### src/rtl/nexys_starship_hazard_gen_if.sv
// Hazard generator bus: game control inputs plus timer, break pulses and repair combo.
//   master: drives play_flag/gameover_ctrl/level, observes generator outputs
//   slave : the hazard generator itself
interface nexys_starship_hazard_gen_if;
    logic       play_flag;
    logic       gameover_ctrl;
    logic [1:0] level;
    logic       timer_clk;
    logic       LR_random;
    logic       RR_random;
    logic       UR_random;
    logic       DR_random;
    logic [3:0] random_hex;
    logic [7:0] break_count;

    modport master (
        output play_flag, gameover_ctrl, level,
        input  timer_clk, LR_random, RR_random, UR_random, DR_random,
               random_hex, break_count
    );

    modport slave (
        input  play_flag, gameover_ctrl, level,
        output timer_clk, LR_random, RR_random, UR_random, DR_random,
               random_hex, break_count
    );
endinterface

### src/rtl/nexys_starship_hazard_gen.sv
// Hazard generator: free-running LFSR, slow timer_clk divider, and one-cycle
// break pulses with a latched repair combo, rate scaled by difficulty level.
//   Clk   : system clock
//   Reset : synchronous, active-high
//   bus   : slave side of nexys_starship_hazard_gen_if (game control in,
//           timer_clk / *_random pulses / random_hex / break_count out)
module nexys_starship_hazard_gen #(
    parameter logic [15:0] LFSR_SEED      = 16'hACE1,
    parameter int unsigned TICK_DIV       = 50_000_000,
    parameter logic [7:0]  BREAK_THRESH   = 8'd16,
    parameter int unsigned COOLDOWN_TICKS = 2
) (
    input  logic                          Clk,
    input  logic                          Reset,
    nexys_starship_hazard_gen_if.slave    bus
);

    localparam int unsigned DIV_W    = $clog2(TICK_DIV);
    localparam int unsigned HALF_DIV = TICK_DIV / 2;
    localparam int unsigned CD_W     = $clog2(COOLDOWN_TICKS + 1);
    localparam logic [15:0] SEED_EFF = (LFSR_SEED == 16'h0000) ? 16'h0001 : LFSR_SEED;
    localparam logic [15:0] FB_MASK  = 16'hB400;

    typedef enum logic [1:0] {
        ST_IDLE,
        ST_RUN,
        ST_COOL
    } state_e;

    state_e            state_q;
    logic [15:0]       lfsr_q;
    logic [DIV_W-1:0]  div_q;
    logic              timer_q;
    logic [3:0]        pulse_q;     // {LR, RR, UR, DR}
    logic [3:0]        hex_q;
    logic [7:0]        count_q;
    logic [CD_W-1:0]   cool_q;

    logic [15:0]       lfsr_d;
    logic [DIV_W-1:0]  div_d;
    logic              tick_c;
    logic [9:0]        thr_wide_c;
    logic [7:0]        thr_c;
    logic              win_c;
    logic [3:0]        hex_c;
    logic [3:0]        target_c;

    // Next LFSR / divider values, level threshold and break decision.
    always_comb begin
        lfsr_d = {1'b0, lfsr_q[15:1]} ^ (lfsr_q[0] ? FB_MASK : 16'h0000);
        if (lfsr_q == 16'h0000) begin
            lfsr_d = 16'h0001;
        end

        tick_c = (div_q == DIV_W'(TICK_DIV - 1));
        div_d  = tick_c ? '0 : div_q + DIV_W'(1);

        case (bus.level)
            2'd0:    thr_wide_c = {2'b00, BREAK_THRESH};
            2'd1:    thr_wide_c = {1'b0, BREAK_THRESH, 1'b0};
            2'd2:    thr_wide_c = {BREAK_THRESH, 2'b00};
            default: thr_wide_c = 10'd255;
        endcase
        thr_c = (thr_wide_c > 10'd255) ? 8'hFF : thr_wide_c[7:0];

        win_c    = (lfsr_q[7:0] < thr_c);
        hex_c    = (lfsr_q[15:12] == 4'h0) ? 4'h1 : lfsr_q[15:12];
        target_c = 4'b1000 >> lfsr_q[9:8];
    end

    // Game FSM with all outputs registered; LFSR and divider run in every state.
    always_ff @(posedge Clk) begin
        if (Reset) begin
            state_q <= ST_IDLE;
            lfsr_q  <= SEED_EFF;
            div_q   <= '0;
            timer_q <= 1'b0;
            pulse_q <= 4'h0;
            hex_q   <= 4'h1;
            count_q <= 8'd0;
            cool_q  <= '0;
        end else begin
            lfsr_q  <= lfsr_d;
            div_q   <= div_d;
            timer_q <= (div_d >= DIV_W'(HALF_DIV));
            pulse_q <= 4'h0;

            if (bus.gameover_ctrl) begin
                state_q <= ST_IDLE;
                cool_q  <= '0;
            end else begin
                case (state_q)
                    ST_IDLE: begin
                        if (bus.play_flag) begin
                            state_q <= ST_RUN;
                            count_q <= 8'd0;
                        end
                    end
                    ST_RUN: begin
                        if (tick_c && win_c) begin
                            pulse_q <= target_c;
                            hex_q   <= hex_c;
                            count_q <= (count_q == 8'hFF) ? count_q : count_q + 8'd1;
                            cool_q  <= CD_W'(COOLDOWN_TICKS);
                            state_q <= ST_COOL;
                        end
                    end
                    ST_COOL: begin
                        // The tick that empties the counter returns to RUN without a compare.
                        if (tick_c) begin
                            cool_q <= cool_q - CD_W'(1);
                            if (cool_q == CD_W'(1)) begin
                                state_q <= ST_RUN;
                            end
                        end
                    end
                    default: state_q <= ST_IDLE;
                endcase
            end
        end
    end

    assign bus.timer_clk   = timer_q;
    assign bus.LR_random   = pulse_q[3];
    assign bus.RR_random   = pulse_q[2];
    assign bus.UR_random   = pulse_q[1];
    assign bus.DR_random   = pulse_q[0];
    assign bus.random_hex  = hex_q;
    assign bus.break_count = count_q;

endmodule

### src/flat_wrapper.sv
// flat-port wrapper written by rule: the top's interface ports become plain ports
module nexys_starship_hazard_gen_flat 
#(
    parameter logic [15:0] LFSR_SEED      = 16'hACE1,
    parameter int unsigned TICK_DIV       = 50_000_000,
    parameter logic [7:0]  BREAK_THRESH   = 8'd16,
    parameter int unsigned COOLDOWN_TICKS = 2
)
  (Clk, Reset, bus_play_flag, bus_gameover_ctrl, bus_level, bus_timer_clk, bus_LR_random, bus_RR_random, bus_UR_random, bus_DR_random, bus_random_hex, bus_break_count);
  nexys_starship_hazard_gen_if bus_i ();
  input  logic Clk;
  input  logic Reset;
  input wire logic [$bits(bus_i.play_flag)-1:0] bus_play_flag;
  input wire logic [$bits(bus_i.gameover_ctrl)-1:0] bus_gameover_ctrl;
  input wire logic [$bits(bus_i.level)-1:0] bus_level;
  output wire logic [$bits(bus_i.timer_clk)-1:0] bus_timer_clk;
  output wire logic [$bits(bus_i.LR_random)-1:0] bus_LR_random;
  output wire logic [$bits(bus_i.RR_random)-1:0] bus_RR_random;
  output wire logic [$bits(bus_i.UR_random)-1:0] bus_UR_random;
  output wire logic [$bits(bus_i.DR_random)-1:0] bus_DR_random;
  output wire logic [$bits(bus_i.random_hex)-1:0] bus_random_hex;
  output wire logic [$bits(bus_i.break_count)-1:0] bus_break_count;
  assign bus_i.play_flag = bus_play_flag;
  assign bus_i.gameover_ctrl = bus_gameover_ctrl;
  assign bus_i.level = bus_level;
  assign bus_timer_clk = bus_i.timer_clk;
  assign bus_LR_random = bus_i.LR_random;
  assign bus_RR_random = bus_i.RR_random;
  assign bus_UR_random = bus_i.UR_random;
  assign bus_DR_random = bus_i.DR_random;
  assign bus_random_hex = bus_i.random_hex;
  assign bus_break_count = bus_i.break_count;
  nexys_starship_hazard_gen #(.LFSR_SEED(LFSR_SEED), .TICK_DIV(TICK_DIV), .BREAK_THRESH(BREAK_THRESH), .COOLDOWN_TICKS(COOLDOWN_TICKS)) u_core (.Clk(Clk), .Reset(Reset), .bus(bus_i));
endmodule
### config.mk
export PLATFORM = sky130hd
export DESIGN_NAME = nexys_starship_hazard_gen_flat
export DESIGN_NICKNAME = d
export VERILOG_FILES = /design/src/rtl/nexys_starship_hazard_gen_if.sv /design/src/rtl/nexys_starship_hazard_gen.sv /design/src/flat_wrapper.sv
export SDC_FILE = /design/constraint.sdc
export NUM_CORES = 1
export LEC_CHECK = 0
export BUFFER_PORTS_ARGS = -buffer_cell sky130_fd_sc_hd__buf_2
export CAP_MARGIN = 20
export CORE_MARGIN = 2
export CORE_UTILIZATION = 40
export CTS_CLUSTER_DIAMETER = 150
export DETAILED_ROUTE_END_ITERATION = 8
export MAX_ROUTING_LAYER = met4
export PLACE_DENSITY = 0.64
export REMOVE_ABC_BUFFERS = 1
export SETUP_SLACK_MARGIN = 0.02
export SYNTH_ARGS = -nofsm -noshare
export SYNTH_HDL_FRONTEND = slang
export SYNTH_SLANG_ARGS = --single-unit
### constraint.sdc
create_clock -name Clk -period 6.4 [get_ports Clk]
set_clock_uncertainty 0.2 [all_clocks]
set_input_delay 0.96 -clock Clk [delete_from_list [all_inputs] [get_ports Clk]]
set_output_delay 0.96 -clock Clk [all_outputs]
set_load 0.005 [all_outputs]
==> results.sh <==
export IMPL_status="finished, final reports clean"
export IMPL_slowest_stage="or4_1"
export IMPL_clk_path_buf_depth=2
export IMPL_grt_pass1_vias=2456
export IMPL_setup_viol=0
export IMPL_io_pin_count=23
export IMPL_io_buffers=22
export IMPL_p_leak_nw=1.315
export IMPL_drtAntennaViolNets=0
export IMPL_synth_xor_area_share_pct=7.456
export IMPL_synthAdderAreaFrac_pct=4.734
export IMPL_synth_compound_area_share_pct=11.20
export IMPL_numCtsBuffers=9
export IMPL_syn2layout_area_growth_pct=11.24
export IMPL_synth_top_cell_area_share_pct=39.76
export IMPL_worst_slew_pin_slew_ps=1100
export IMPL_cts_hold_buf=0
export IMPL_fin_crit_sh_pct=52.63
export IMPL_place_inst=479
export IMPL_synthMuxAreaShare_pct=1.617
export IMPL_ys_flop_type="dfxtp_1"
export IMPL_finalNetCount=406
export IMPL_clock_sinks=63
export IMPL_layout_drive_gt1_share_pct=14.50
export IMPL_fin_ws_ps=3032
export IMPL_die_y_microns=93.05
export IMPL_synth_edf_count=0
export IMPL_worst_path_largest_cell_delay_ps=590
export IMPL_start_kind="input pin"
export IMPL_coreArea_sq_mm=0.007687
export IMPL_drt_iter0_markers=80
export IMPL_crit_chain="buf_2 > ha_1 > inv_1 > ha_1 > a21o_1 > a211o_1 > a21oi_1 > a31oi_1 > or4_1 > a21boi_1"
export IMPL_nFillCells=781
export IMPL_die_area_sq_mm=0.008657
export IMPL_vias=2611
export IMPL_hp_class="flip-flop to flip-flop"
export IMPL_cts_root_buf="clkbuf_8"
export IMPL_drc=0
export IMPL_relSlewSlack_pct=26.30
export IMPL_wl_microns=6746
export IMPL_rows=32
export IMPL_hpwlAfterDp_microns=4750
export IMPL_cts_htree_levels=3
export IMPL_clock_latency_ps=350
export IMPL_antenna_found_initial=0
export IMPL_drv_cap=0
export IMPL_n_antenna_cell=0
export IMPL_start_util_pct=41.26
export IMPL_fin_cells=495
export IMPL_grt_max_degree=28
export IMPL_regToRegSetupSlack_ps=3450
export IMPL_firstDrtPassIters=4
export IMPL_fmax_mhz=296.9
export IMPL_vdd_ir_drop_max_mv=0.08831
export IMPL_yosys_warnings=0
export IMPL_viasPerCell=5.275
export IMPL_cp_max_fo=13
export IMPL_crit_required_ps=6480
export IMPL_cp_top_family="compound AO/OA/AOI/OAI gates"
export IMPL_post_cts_resized=0
export IMPL_synth_area_leaders="dfxtp_1 (40%), nor2_1 (6.7%), xnor2_1 (5.0%)"
export IMPL_track_usage_pct=17.15
export IMPL_cp_arrival_ps=3440
export IMPL_path_clk_slew_ps=80
export IMPL_grt_overflow=0
export IMPL_dp_slack_ps=2707
export IMPL_avgSynthCellArea_sq_um=8.481
export IMPL_ys_ff_latch=63
export IMPL_hold_viol_final=0
export IMPL_multi_input_area_sq_mm=0.001757
export IMPL_drv_slew=0
export IMPL_ys_top_cells_by_count="dfxtp_1 (63), nor2_1 (57), nand2_1 (28), xnor2_1 (18), nand3_1 (15)"
export IMPL_yosys_area_top_type="dfxtp_1"
export IMPL_yosysMostFrequentCell="dfxtp_1"
export IMPL_synth_top_family_by_area="simple AND/OR/NAND/NOR gates"
export IMPL_finalWeightedCongestion=0.8260
export IMPL_cts_setup_buffers=0
export IMPL_wire_per_inst_microns=13.63
export IMPL_ys_seq_area_share_pct=39.76
export IMPL_whs_ps=251.4
export IMPL_cpMostUsedCell="ha_1"
export IMPL_crit_path_end_kind="flip-flop"
export IMPL_dieWidth_microns=93.05
export IMPL_grt_pass1_wl_microns=11520
export IMPL_worst_path_buf_inv=2
export IMPL_worstSetupPathType="input pin to flip-flop"
export IMPL_tns_ps=0
export IMPL_ys_types=58
export IMPL_async_flop_share_pct=0
export IMPL_cts_tree="built"
export IMPL_postSynthCellCount=374
export IMPL_pwr_density_cell_mw_per_mm2=241.3
export IMPL_regArea_sq_mm=0.001261
export IMPL_fin_crit_ps=3368
export IMPL_netlist_area_sq_mm=0.003172
export IMPL_synthSimpleGateAreaFrac_pct=30.37
export IMPL_rsz0062_at_grt="no"
path summary, 6_finish.rpt:
| kind | to | depth (start not counted) | startpoint |
|---|---|---|---|
| min reg2reg | u_core.bus.random_hex[3] | 2 | u_core.bus.random_hex[3] |
| min | u_core.bus.random_hex[3] | 2 | u_core.bus.random_hex[3] |
| max reg2reg | u_core.bus.timer_clk | 8 | u_core.div_q[0] |
| max | u_core.bus.break_count[5] | 10 | bus_level[0] |
cells by family after synthesis:
kind of cell    Yosys count
xor+xnor                 27
fa+ha+maj                12
simple gates            185
mux                       5
flops                    63
buf+inv                  31
compound gates           51
power breakdown:
group	switching (W)	internal (W)	leakage (nW)
combinational	0.0000226	0.0000173	0.688
clock	0.000176	0.000225	0.115
sequential	0.00000970	0.000401	0.513
routing by layer:
layer / GRT usage, % / share of wire (%) / vias to the layer above
met2: 26.81 / 45 / 40
li1: - / - / 1336
met4: 7.598 / 1.4 / 0
met1: 21.66 / 51 / 1222
met3: 3.304 / 3.2 / 13
met5: - / 0 / -
state kept, by name, indices dropped and copies added (netlist names):
signal                  count
u_core.div_q               26
u_core.lfsr_q              16
u_core.bus.break_count      8
u_core.bus.random_hex       4
u_core.pulse_q              4
u_core.cool_q               2
u_core.state_q              2
u_core.bus.timer_clk        1
area by class of cell:
type / count / area share, %
clock buffers: 9 / 3.511
clock inverters: 7 / 2.943
inverters: 12 / 1.277
multi-input cells: 280 / 49.79
flip-flops and latches: 63 / 35.74
well taps: 102 / 3.617
repair buffers: 22 / 3.121
per-stage QoR:
step | cell area (sq um) | utilization, % | total power (W)
floorplan | 3063 | - | 0.0004444
global placement | 3301 | 42.94 | 0.0004574
detailed placement | 3301 | 42.94 | 0.0004595
CTS | 3528 | 45.90 | 0.0008590
global route | 3528 | 45.90 | 0.0008827
finish | 3528 | 45.90 | 0.0008512
placed cells by master, fill, tap and decap left out, drive strengths merged, types with 5 or more instances in the layout:
cell | netlist | final
ha | 12 | 12
xor2 | 9 | 9
o21ai | 8 | 8
or2 | 6 | 6
dfxtp | 63 | 63
a21oi | 13 | 13
or3 | 5 | 5
xnor2 | 18 | 18
and2 | 7 | 7
nor2 | 59 | 59
nor4b | 5 | 5
nand2 | 30 | 30
and3 | 9 | 9
nor3 | 12 | 12
nor4 | 9 | 9
nand4 | 10 | 10
nand3 | 16 | 16
inv | 12 | 15
buf | 14 | 22
clkbuf | 5 | 9
worst min-delay path: cells and delay by family (launching register included):
family / cells / cell delay (ps)
flip-flops: 1 / 310
AND/OR/NAND/NOR: 1 / 50
AO/OA/AOI/OAI: 1 / 50
(Power assumes the default switching activity.)
